===== src/rtl/neuron_accumulator_pkg.sv =====
// Shared constants and FSM state type for the neuron accumulator datapath.
package neuron_accumulator_pkg;

  // Sign-magnitude operand width (1 sign + 7 magnitude bits).
  localparam int SM_W   = 8;
  // Multiplier product width (1 sign + 14 magnitude bits).
  localparam int PROD_W = 15;
  // Fraction bits per operand.
  localparam int FRAC_W = 7;
  // Largest magnitude representable in an SM_W sign-magnitude word.
  localparam int SM_MAX = (1 << (SM_W - 1)) - 1;

  typedef enum logic [1:0] {
    IDLE  = 2'd0,
    ACC   = 2'd1,
    SCALE = 2'd2,
    DONE  = 2'd3
  } state_t;

endpackage


===== src/rtl/neuron_accumulator_if.sv =====
// Handshake bundle between the accumulator and its driver.
//
// Handshakes: a product moves when prod_valid && prod_ready at a rising edge;
// a result moves when out_valid && out_ready at a rising edge. The source holds
// its payload stable while valid is high and the beat has not yet transferred.
interface neuron_accumulator_if;
  import neuron_accumulator_pkg::*;

  logic              start;
  logic [SM_W-1:0]   bias;
  logic              prod_valid;
  logic [PROD_W-1:0] prod;
  logic              prod_ready;
  logic              out_valid;
  logic              out_ready;
  logic [SM_W-1:0]   out;
  logic              busy;

  // Driver side: issues start/bias and products, consumes results.
  modport master (
    output start, bias, prod_valid, prod, out_ready,
    input  prod_ready, out_valid, out, busy
  );

  // Accumulator side.
  modport slave (
    input  start, bias, prod_valid, prod, out_ready,
    output prod_ready, out_valid, out, busy
  );

endinterface


===== src/rtl/neuron_accumulator_sm2tc.sv =====
// Sign-magnitude to two's-complement conversion, zero-extended magnitude then
// negated when the sign is set. Negative zero maps to zero.
module neuron_accumulator_sm2tc #(
  parameter int MAG_W = 14,
  parameter int OUT_W = 20
) (
  input  logic             sign_i,
  input  logic [MAG_W-1:0] mag_i,
  output logic [OUT_W-1:0] val_o
);

  logic [OUT_W-1:0] mag_ext;

  // Widen the magnitude, then negate it for negative inputs.
  always_comb begin
    mag_ext = OUT_W'(mag_i);
    val_o   = sign_i ? (OUT_W'(0) - mag_ext) : mag_ext;
  end

endmodule


===== src/rtl/neuron_accumulator.sv =====
// Neuron accumulator: sums N_INPUTS sign-magnitude products plus a scaled bias
// in two's complement, then rescales, applies ReLU and saturates to an 8-bit
// sign-magnitude output.
module neuron_accumulator
  import neuron_accumulator_pkg::*;
#(
  parameter int N_INPUTS  = 8,
  parameter int ACC_W     = 20,
  parameter int OUT_SHIFT = 7
) (
  input  logic                 clk,
  input  logic                 rst,
  neuron_accumulator_if.slave  bus,
  output state_t               state_o
);

  localparam int CNT_W  = (N_INPUTS < 2) ? 1 : $clog2(N_INPUTS + 1);
  localparam int BIAS_W = SM_W - 1 + OUT_SHIFT;
  localparam logic [CNT_W-1:0] CNT_LAST = CNT_W'(N_INPUTS - 1);

  state_t            state_q;
  logic [ACC_W-1:0]  acc_q;
  logic [ACC_W-1:0]  acc_d;
  logic [CNT_W-1:0]  cnt_q;
  logic [CNT_W-1:0]  cnt_d;
  logic              prod_ready_q;
  logic              out_valid_q;
  logic [SM_W-1:0]   out_q;
  logic              busy_q;

  logic [BIAS_W-1:0] bias_mag;
  logic [ACC_W-1:0]  bias_tc;
  logic [ACC_W-1:0]  prod_tc;
  logic              prod_xfer;

  logic [ACC_W-1:0]  acc_abs;
  logic [ACC_W-1:0]  acc_shr;
  logic [SM_W-2:0]   sat_mag;
  logic [SM_W-1:0]   scaled_out;

  // Bias magnitude is aligned to the product's 14 fraction bits.
  assign bias_mag = BIAS_W'(bus.bias[SM_W-2:0]) << OUT_SHIFT;

  neuron_accumulator_sm2tc #(
    .MAG_W (BIAS_W),
    .OUT_W (ACC_W)
  ) u_bias_conv (
    .sign_i (bus.bias[SM_W-1]),
    .mag_i  (bias_mag),
    .val_o  (bias_tc)
  );

  neuron_accumulator_sm2tc #(
    .MAG_W (PROD_W - 1),
    .OUT_W (ACC_W)
  ) u_prod_conv (
    .sign_i (bus.prod[PROD_W-1]),
    .mag_i  (bus.prod[PROD_W-2:0]),
    .val_o  (prod_tc)
  );

  assign prod_xfer = bus.prod_valid && prod_ready_q;
  assign acc_d     = acc_q + prod_tc;
  assign cnt_d     = cnt_q + CNT_W'(1);

  // Rescale the accumulated sum: truncate magnitude toward zero, clamp to the
  // output range, and force negative sums to zero.
  always_comb begin
    acc_abs = acc_q[ACC_W-1] ? (ACC_W'(0) - acc_q) : acc_q;
    acc_shr = acc_abs >> OUT_SHIFT;
    if (acc_shr > ACC_W'(SM_MAX)) begin
      sat_mag = '1;
    end else begin
      sat_mag = acc_shr[SM_W-2:0];
    end
    scaled_out = acc_q[ACC_W-1] ? '0 : {1'b0, sat_mag};
  end

  // Control FSM with accumulator, counter and registered handshake outputs.
  always_ff @(posedge clk) begin
    if (rst) begin
      state_q      <= IDLE;
      acc_q        <= '0;
      cnt_q        <= '0;
      prod_ready_q <= 1'b0;
      out_valid_q  <= 1'b0;
      out_q        <= '0;
      busy_q       <= 1'b0;
    end else begin
      case (state_q)
        IDLE: begin
          if (bus.start) begin
            acc_q        <= bias_tc;
            cnt_q        <= '0;
            prod_ready_q <= 1'b1;
            busy_q       <= 1'b1;
            state_q      <= ACC;
          end
        end
        ACC: begin
          if (prod_xfer) begin
            acc_q <= acc_d;
            cnt_q <= cnt_d;
            if (cnt_q == CNT_LAST) begin
              prod_ready_q <= 1'b0;
              state_q      <= SCALE;
            end
          end
        end
        SCALE: begin
          out_q       <= scaled_out;
          out_valid_q <= 1'b1;
          state_q     <= DONE;
        end
        DONE: begin
          if (bus.out_ready) begin
            out_valid_q <= 1'b0;
            busy_q      <= 1'b0;
            state_q     <= IDLE;
          end
        end
        default: begin
          state_q <= IDLE;
        end
      endcase
    end
  end

  assign bus.prod_ready = prod_ready_q;
  assign bus.out_valid  = out_valid_q;
  assign bus.out        = out_q;
  assign bus.busy       = busy_q;
  assign state_o        = state_q;

endmodule


===== src/flat_wrapper.sv =====
// flat-port wrapper written by rule: the top's interface ports become plain ports
module neuron_accumulator_flat import neuron_accumulator_pkg::*;
#(
  parameter int N_INPUTS  = 8,
  parameter int ACC_W     = 20,
  parameter int OUT_SHIFT = 7
)
  (clk, rst, state_o, bus_start, bus_bias, bus_prod_valid, bus_prod, bus_out_ready, bus_prod_ready, bus_out_valid, bus_out, bus_busy);
  neuron_accumulator_if bus_i ();
  input  logic clk;
  input  logic rst;
  output state_t state_o;
  input wire logic [$bits(bus_i.start)-1:0] bus_start;
  input wire logic [$bits(bus_i.bias)-1:0] bus_bias;
  input wire logic [$bits(bus_i.prod_valid)-1:0] bus_prod_valid;
  input wire logic [$bits(bus_i.prod)-1:0] bus_prod;
  input wire logic [$bits(bus_i.out_ready)-1:0] bus_out_ready;
  output wire logic [$bits(bus_i.prod_ready)-1:0] bus_prod_ready;
  output wire logic [$bits(bus_i.out_valid)-1:0] bus_out_valid;
  output wire logic [$bits(bus_i.out)-1:0] bus_out;
  output wire logic [$bits(bus_i.busy)-1:0] bus_busy;
  assign bus_i.start = bus_start;
  assign bus_i.bias = bus_bias;
  assign bus_i.prod_valid = bus_prod_valid;
  assign bus_i.prod = bus_prod;
  assign bus_i.out_ready = bus_out_ready;
  assign bus_prod_ready = bus_i.prod_ready;
  assign bus_out_valid = bus_i.out_valid;
  assign bus_out = bus_i.out;
  assign bus_busy = bus_i.busy;
  neuron_accumulator #(.N_INPUTS(N_INPUTS), .ACC_W(ACC_W), .OUT_SHIFT(OUT_SHIFT)) u_core (.clk(clk), .rst(rst), .bus(bus_i), .state_o(state_o));
endmodule

===== config.mk =====
export PLATFORM = sky130hd
export DESIGN_NAME = neuron_accumulator_flat
export DESIGN_NICKNAME = d
export VERILOG_FILES = /design/src/rtl/neuron_accumulator_pkg.sv /design/src/rtl/neuron_accumulator_if.sv /design/src/rtl/neuron_accumulator_sm2tc.sv /design/src/rtl/neuron_accumulator.sv /design/src/flat_wrapper.sv
export SDC_FILE = /design/constraint.sdc
export NUM_CORES = 1
export LEC_CHECK = 0
export CORE_UTILIZATION = 50
export DETAILED_ROUTE_END_ITERATION = 10
export PLACE_DENSITY = 0.84
export SLEW_MARGIN = 20
export SYNTH_ARGS = -nofsm -noshare
export SYNTH_HDL_FRONTEND = slang
export SYNTH_HIERARCHICAL = 1
export SYNTH_SLANG_ARGS = --single-unit

===== constraint.sdc =====
create_clock -name clk -period 10.7 [get_ports clk]
set_input_delay 1.605 -clock clk [delete_from_list [all_inputs] [get_ports clk]]
set_output_delay 1.605 -clock clk [all_outputs]
set_load 0.05 [all_outputs]

Word level (Yosys, flattened, before mapping)
Cells that the tools add are included.
Operators by class
  $mul: 0
  $add $sub $neg: 5
  divide/modulo/power cells: 0
  bitwise gates (word level): 0
  eq/ne operators: 8
  reductions and logical operators: 10
  magnitude comparators: 1
  mux-type cells: 23
  shift operators: 0
Operators with widths (count)
  $mux W20: 5
  $pmux W20 S2: 1
  $sub A1 B14 Y15 const A: 2
  $add A20 B20 Y20: 1
  $sub A1 B20 Y20 const A: 1
  $mux W7: 2
  $gt A13 B7 Y1 const B: 1
  $mux W2: 4
  $mux W4: 2
  $pmux W2 S4: 1
  $pmux W4 S2: 1
  $reduce_and A4 Y1: 2
  $pmux W1 S2: 3
  $reduce_and A3 Y1: 2
  $reduce_bool A2 Y1: 3
  $add A4 B1 Y4 const B: 1
  $eq A2 B2 Y1 const B: 2
  $eq A4 B3 Y1 const B: 1
  $mux W1: 4
  $ne A2 B1 Y1 const B: 2
  $ne A2 B2 Y1 const B: 2
  $eq A2 B1 Y1 const B: 1
  $logic_not A2 Y1: 1
  $reduce_and A2 Y1: 1
  $logic_and A1 B1 Y1: 1
Word-level totals
  register bits: 37
  word-level logic and storage cells: 54
  input bits: 28
  RAM bits: 0
  memories: 0
  output and inout port bits: 13
  latch bits: 0
  ROM bits: 0

Logic depth before layout (Yosys ltp)
Gate-level depths: netlist of the first run.
  depth in word-level cells: 5
  depth in mapped cells: 14
  gate-level depth less buffers: 13

Hierarchy
Netlist of the first run, hierarchy kept.
By module, submodules not included
  neuron_accumulator: area each 2676.3 um2, cells an instance 332, sequential area each 720.7 um2, times used 1
  neuron_accumulator_sm2tc: area each 347.8 um2, cells an instance 45, sequential area each 0.0 um2, times used 2

Worst setup path after synthesis of the first run
No wires, ideal clock.
  kind: input port to flip-flop
  from: input port bus_prod[1]
  to: register u_core.acc_q[19]
  data required time: 10609 ps
  data arrival time: 4516 ps
  library setup time: 91 ps
  stages: 14
  buffers on the path: 2
  setup slack: 6093 ps
  path through: inv_1 -> ha_1 -> or4b_1 -> or4_1 -> o21a_1 -> buf_4 -> ha_1 -> clkbuf_1 -> nand2_1 -> nor2_1 -> nor3_1 -> a21o_1 -> or3_1 -> a311oi_1
Between the ends
  word-level cells in the longest chain between the ends: 5
Ends and longest elaborated chain
  start, declared: line flat_wrapper.sv:16  | input wire logic [$bits(bus_i.prod)-1:0] bus_prod;
  $sub A1 B14 Y15: line neuron_accumulator_sm2tc.sv:17  | val_o = sign_i ? (OUT_W'(0) - mag_ext) : mag_ext;
  $mux W20: line neuron_accumulator_sm2tc.sv:17
  net u_core.prod_tc[14]: line neuron_accumulator.sv:33  | logic [ACC_W-1:0] prod_tc;
  $add A20 B20 Y20: line neuron_accumulator.sv:63  | assign acc_d = acc_q + prod_tc;
  $mux W20: line neuron_accumulator.sv:101  | if (prod_xfer) begin
  $pmux W20 S2: line neuron_accumulator.sv:90  | case (state_q)
  end signal, assigned: line neuron_accumulator.sv:93  | acc_q <= bias_tc;
  end, declared: line neuron_accumulator.sv:22  | logic [ACC_W-1:0] acc_q;
The timed path passes the listed nets, and every way through them passes these cells. The select of a mux whose other input is x is not followed.
A chain may end at the register's enable or synchronous reset.

Worst setup path after layout of the first run
  from: input port bus_prod[0]
  to: register u_core.acc_q[17]
Same word-level chain as after synthesis.

==> results.cfg, run 1 <==
[run_status]
status = finished, violations left
failed_checks = DRC

[floorplan]
dieHeight_microns = 84.12
core_outline_area_sq_um = 6422
ioPinCount = 41
initial_utilization_pct = 52.50
dieArea_sq_um = 7076
row_count = 29
die_w_microns = 84.12

[cts]
cts_max_path_buffers = 2
insertion_delay_ps = 290
clk_pin_slew_worst_paths_ps = 70
cts_root_buffer = clkbuf_8
numClockSinks = 36
cts_post_setup_buffers_inserted = 0
tritoncts_clock_tree = done
htree_num_levels = 2
postCtsResizedCells = 0
numCtsBuffers = 5
cts.hold.buffers_added = 0

[detailed_routing]
antenna_left = 0
finalWirelength_mm = 7.962
detail_route.wl_per_cell_microns = 14.53
drt_iter0_drc = 194
drc_violation_count_after_routing = 4
routed_via_density = 5.901
vias = 3234
iteration_count_of_the_initial_detailed_routing_pass = 7

[critical_path]
reg2reg_depth = 9
required_arrival_time_at_the_worst_endpoint_ps = 10900
crit_slowest_cell = or4b_1
path_delay_family = compound AO/OA/AOI/OAI gates
crit_type = in -> reg
worst_path_most_repeated_cell = ha_1
crit_arrival_ps = 5200
critical_path_start_type = input port
regToRegStartpoint = u_core/acc_q[0]
crit_path_max_incr_delay_ps = 540
critical_path_buf_inv_count = 2
r2r_slack_ps = 8080
worstPathCellList = clkdlybuf4s50_1 > inv_1 > ha_1 > or4b_1 > or4_1 > o21a_1 > ha_1 > a21o_1 > a211o_1 > a41oi_1 > o22ai_1 > xnor2_1 > a311oi_1
worst_setup_path_end_kind = flip-flop
crit_path_max_fanout = 9
reg2reg_to = u_core/acc_q[16]

[global_routing]
globalRouteTotalUtil_pct = 22.75
antenna_found_initial = 0
grt_max_degree = 38
grt.overflow.total = 0
first_global_vias = 2976
wire_length_of_the_first_global_routing_pass_mm = 13.19

[synthesis]
dominantRegCellSynth = dfxtp_1
yosys_warn_count = 6
synth_seq_area_share_pct = 21.37
dominant_combinational_cell_family_by_area_after_synthesis = compound AO/OA/AOI/OAI gates
synth_simple_gate_area_share_pct = 18.92
synth_enable_flop_cells = 0
postSynthAreaPerCell_sq_um = 7.990
post_synth_instance_area_sq_um = 3372
yosys_register_bits = 36
parity_gate_share_of_the_synthesized_area_counting_xor_and_xnor_cells_pct = 10.65
synthArstFlopShare_pct = 0
netlist-cell-type-count = 59
synth_compound_gate_area_share_pct = 27.53
share_of_cell_area_taken_by_muxes_after_synthesis_pct = 4.156
adder_and_majority_cell_fraction_of_the_synthesized_area_pct = 10.24
synthesized_instance_count = 422

[timing]
timing.final.max_slew_violations = 0
timing.setup.tns_ps = 0
timing.final.crit_period_ps = 4997
setup_violations = 0
grt_setup_unrepaired = no
worst-slew-pin-transition_ps = 701.3
final_min_period_over_clock_period_pct = 46.70
fmaxAchievable_ghz = 0.2001
finalClockSkew_ps = 10.91
slew_headroom_pct = 52.63
hold_violations = 0

[placed_design]
gp_congestion = 0.9204
dp.final_hpwl_mm = 6.066
port_buffers = 39

[power]
power_density_nw_per_um2 = 240.3
power.leakage_nw = 1.548
fin_total_pwr_mw = 0.9442
peak_ir_drop_on_the_vdd_network_v = 0.0001208

[final_layout]
drive_gt1_share_pct = 4.883
core_occupancy_in_the_finished_layout_pct = 61.17
n_fill_cell = 535
final_nets = 525
layout-area-overhead-vs-synth_pct = 16.51
regArea_sq_um = 720.7
antenna_cells = 0
multi_input_comb_area_sq_um = 2527

[worst_hold_path]
timing.hold.worst.class = reg -> reg
hold_end = u_core/bus.out[5]
hold_path_depth = 2
hold_path.startpoint = u_core/bus.out[5]

[flow_run]
drv_cap = 0
==> Yosys cell counts, types with 2 or more instances <==
library cell / count / area share (%)
a211o_1: 2 / 0.52
a211oi_1: 12 / 2.7
a21o_1: 10 / 2.2
a21oi_1: 28 / 4.2
a221oi_1: 3 / 0.78
a22oi_1: 4 / 0.89
a311oi_1: 5 / 1.3
a31oi_1: 2 / 0.37
a41oi_1: 2 / 0.52
buf_2: 3 / 0.45
buf_4: 13 / 2.9
clkbuf_1: 14 / 1.6
dfxtp_1: 36 / 21
ha_1: 26 / 9.6
inv_1: 14 / 1.6
mux2i_1: 14 / 4.2
nand2_1: 33 / 3.7
nand2b_1: 10 / 1.9
nand3_1: 5 / 0.74
nand4_1: 4 / 0.74
nor2_1: 28 / 3.1
nor2b_1: 3 / 0.56
nor3_1: 5 / 0.74
nor4_1: 4 / 0.74
o211ai_1: 9 / 2.0
o21a_1: 3 / 0.67
o21ai_0: 22 / 3.3
o21ai_1: 5 / 0.74
o21bai_1: 3 / 0.67
o22ai_1: 2 / 0.37
o31ai_1: 10 / 2.2
o41ai_1: 4 / 1.0
o41ai_2: 2 / 0.96
or3_1: 9 / 1.7
or3_2: 2 / 0.45
or4_1: 5 / 1.1
or4_4: 4 / 1.3
or4b_1: 2 / 0.59
xnor2_1: 36 / 9.4
xor2_1: 5 / 1.3
==> cell families (layout without fill, tap and decap cells) <==
kind of cell	Yosys count	after routing
other	1	31
buffers and inverters	47	66
AND/OR/NAND/NOR	121	121
flip-flops	36	36
AO/OA/AOI/OAI	135	135
XOR/XNOR	41	41
multiplexers	14	14
adder cells (fa/ha/maj)	27	27
==> worst min-delay path: stages, from the launching register on <==
cell      delay (ps)
dfxtp_1          310
nand2b_1          60
a21oi_1           50
==> cell type report <==
class / instances / area share [%]
multi-input combinational: 369 / 64.33
sequential: 36 / 18.34
timing repair buffer: 43 / 10.70
tap: 77 / 2.452
clock buffer: 6 / 1.847
inverter: 15 / 1.433
clock inverter: 2 / 0.8917
==> registers in the layout, summed over array words and instances (netlist names) <==
signal	flops
u_core/bus.prod_ready	1
u_core/state_o	2
u_core/cnt_q	4
u_core/acc_q	20
u_core/bus.busy	1
u_core/bus.out	7
u_core/bus.out_valid	1
==> metrics by stage <==
stage	setup slack, ps	hold WS [ps]	std cells	instance area (sq um)
after floorplan	6093	449.4	452	3485
after global placement	5499	457.9	540	3821
after detailed placement	5446	465.0	540	3821
after CTS	5748	474.9	548	3929
after global routing	5423	493.1	548	3929
final	5703	470.8	548	3929
==> layout by cell type, fill, tap and decap left out, drive strengths merged, types with 4 or more instances in the layout <==
| cell | synthesis | layout |
|---|---|---|
| nand2b | 10 | 10 |
| o211ai | 9 | 9 |
| xor2 | 5 | 5 |
| ha | 26 | 26 |
| a22oi | 4 | 4 |
| xnor2 | 36 | 36 |
| a311oi | 5 | 5 |
| buf | 18 | 4 |
| nand3 | 5 | 5 |
| inv | 14 | 14 |
| o21ai | 28 | 28 |
| mux2i | 14 | 14 |
| o41ai | 6 | 6 |
| a211oi | 13 | 13 |
| dfxtp | 36 | 36 |
| clkbuf | 14 | 6 |
| a21o | 10 | 10 |
| nor3 | 5 | 5 |
| nand2 | 33 | 33 |
| o31ai | 10 | 10 |
| or4 | 9 | 9 |
| nand4 | 4 | 4 |
| nor2 | 28 | 28 |
| clkdlybuf4s50 | 0 | 39 |
| a21oi | 29 | 29 |
| conb | 1 | 31 |
| or3 | 11 | 11 |
| nor4 | 4 | 4 |
==> metal layers <==
metal	wire length (microns)	up-vias	track usage [%]
met4	163	0	8.150
met5	0	-	0
met2	4022	65	40.24
li1	-	1628	-
met3	250	19	4.649
met1	3525	1522	27.20
==> report_power, final <==
| group | leakage [nW] | internal [mW] | switching (mW) | total (mW) |
|---|---|---|---|---|
| logic | 1.20 | 0.240 | 0.364 | 0.603 |
| registers | 0.296 | 0.178 | 0.0440 | 0.222 |
| clock network | 0.0552 | 0.0692 | 0.0501 | 0.119 |
| total | 1.55 | 0.487 | 0.458 | 0.944 |
==> how the worst max path moves through the flow <==
stage / slack, ps / to / cells past startpoint / start
floorplan: 6090 / u_core/acc_q[19] / 14 / bus_prod[1]
global placement: 5500 / u_core/acc_q[17] / 13 / bus_prod[0]
detailed placement: 5450 / u_core/acc_q[17] / 13 / bus_prod[0]
CTS: 5750 / u_core/acc_q[17] / 13 / bus_prod[0]
global route: 5420 / u_core/acc_q[17] / 13 / bus_prod[0]
finish: 5700 / u_core/acc_q[17] / 13 / bus_prod[0]
Note: power is estimated with default switching activity, not from simulation.
==> run 2, diff against run 1 <==
--- a/config.mk
+++ b/config.mk
@@ -7,7 +7,7 @@
 export LEC_CHECK = 0
 export CORE_UTILIZATION = 50
 export DETAILED_ROUTE_END_ITERATION = 10
-export PLACE_DENSITY = 0.84
+export PLACE_DENSITY = 0.87
 export SLEW_MARGIN = 20
 export SYNTH_ARGS = -nofsm -noshare
 export SYNTH_HDL_FRONTEND = slang
==> constraint.sdc (replaced) <==
create_clock -name clk -period 4.4 [get_ports clk]
set_input_delay 0.66 -clock clk [delete_from_list [all_inputs] [get_ports clk]]
set_output_delay 0.66 -clock clk [all_outputs]
set_load 0.05 [all_outputs]
==> run 2 against run 1 <==
Effect of this change:
- the flow still finishes with violations (DRC)
- design area up 1.2%
- clock skew rose by 3.3 ps
- first-iteration DRC count is 1.5% higher
- global-route usage grew 0.10 points
- hold slack got worse by 1.6 ps
- die area stayed put
- core utilization up 0.74 points
- via count down 1.1%
- critical path type unchanged
- largest cell class unchanged
- largest power group unchanged
==> results.cfg, run 2 (same netlist as run 1, synthesis figures left out) <==
[timing]
timing.final.crit_period_ps = 4055
fmaxAchievable_ghz = 0.2466
worst-slew-pin-transition_ps = 809.7
setup_violations = 0
final_worst_path_setup_slack_ps = 344.9
slew_headroom_pct = 45.85
hold_violations = 0
grt_setup_unrepaired = no
timing.setup.tns_ps = 0
timing.final.max_slew_violations = 0
finalClockSkew_ps = 14.20
final_min_period_over_clock_period_pct = 92.16

[floorplan]
dieHeight_microns = 84.12
ioPinCount = 41
die_w_microns = 84.12
initial_utilization_pct = 52.50
row_count = 29
core_outline_area_sq_um = 6422
dieArea_sq_um = 7076

[placed_design]
placed_cells = 539
post_dp_cell_area_sq_um = 3814
dp.final_hpwl_mm = 5.989
place_worst_setup_slack_ps = 42.80
gp_congestion = 0.9639
port_buffers = 39

[final_layout]
layout_common_cells = clkdlybuf4s50_1 (39), xnor2_1 (36), dfxtp_1 (36)
final_nets = 524
layout-area-overhead-vs-synth_pct = 17.92
instances_no_fill = 547
antenna_cells = 0
largest_register_ff_count = 20
fin_area_sq_um = 3976
largest_register = u_core/acc_q
drive_gt1_share_pct = 5.106
mostFrequentLayoutCell = clkdlybuf4s50_1

[detailed_routing]
drt_iter0_drc = 197
detail_route.wl_per_cell_microns = 14.53
vias = 3198
iteration_count_of_the_initial_detailed_routing_pass = 8
antenna_left = 0
routed_via_density = 5.846
drc_violation_count_after_routing = 4
finalWirelength_mm = 7.946

[power]
peak_ir_drop_on_the_vdd_network_v = 0.0003428
power_density_nw_per_um2 = 605.4
power.leakage_nw = 1.567
fin_total_pwr_mw = 2.407

[run_status]
status = finished, violations left
failed_checks = DRC

[cts]
cts_post_setup_buffers_inserted = 0
postCtsResizedCells = 0
cts_max_path_buffers = 2
htree_num_levels = 2
clk_pin_slew_worst_paths_ps = 90
cts_root_buffer = clkbuf_8
cts.hold.buffers_added = 0
numClockSinks = 36
tritoncts_clock_tree = done
insertion_delay_ps = 310
numCtsBuffers = 5

[flow_run]
drv_cap = 0

[critical_path]
required_arrival_time_at_the_worst_endpoint_ps = 4620
crit_path_max_fanout = 9
crit_arrival_ps = 4270
r2r_slack_ps = 1830
worst_setup_path_end_kind = flip-flop
crit_type = in -> reg
critical_path_start_type = input port

[global_routing]
globalRouteTotalUtil_pct = 22.85
grt.overflow.total = 0
wire_length_of_the_first_global_routing_pass_mm = 13.20
antenna_found_initial = 0
first_global_vias = 2954
grt_max_degree = 38

[worst_hold_path]
timing.hold.worst.class = reg -> reg
-- run 2: power breakdown --
group | internal (mW) | switching [mW]
Combinational | 0.575 | 0.883
Sequential | 0.433 | 0.105
Clock | 0.284 | 0.129
Total | 1.29 | 1.12
-- run 2: stage by stage --
step           util [%]  hold WS, ps
5_1_grt           61.91        495.7
6_report          61.91        469.2
4_1_cts           61.85        469.0
3_5_place_dp      59.38        458.8
3_3_place_gp      59.38        458.5
2_1_floorplan         -        449.4
-- run 2: worst paths after layout --
| check | start | to | cells past startpoint |
|---|---|---|---|
| hold reg to reg | u_core/bus.out[1] | u_core/bus.out[1] | 2 |
| hold / removal | u_core/bus.out[1] | u_core/bus.out[1] | 2 |
| setup reg to reg | u_core/acc_q[0] | u_core/acc_q[16] | 9 |
| setup / recovery | bus_prod[0] | u_core/acc_q[17] | 13 |
-- run 2: area by class of cell --
class | count | area, sq um
Multi-Input combinational cell | 369 | 2531
Fill cell | 557 | 2446
Sequential cell | 36 | 720.7
Timing Repair Buffer | 42 | 412.9
Tap cell | 77 | 96.34
Clock inverter | 3 | 90.09
Clock buffer | 5 | 68.82
Inverter | 15 | 56.30
-- run 2: routing by layer --
metal,track usage [%],up-vias,share of wire (%)
met5,0,-,0
met4,7.680,0,2.7
met1,26.72,1477,43
met3,5.638,23,4.3
li1,-,1621,-
met2,40.69,77,50
-- run 2: critical path: stages --
cell and delay, ps:
clkdlybuf4s50_1 460, inv_1 80, ha_1 170, or4b_1 530, or4_1 430, o21a_1 310, ha_1 430, a21o_1 230
a211o_1 280, a41oi_1 170, o22ai_1 130, xnor2_1 140, a311oi_1 240
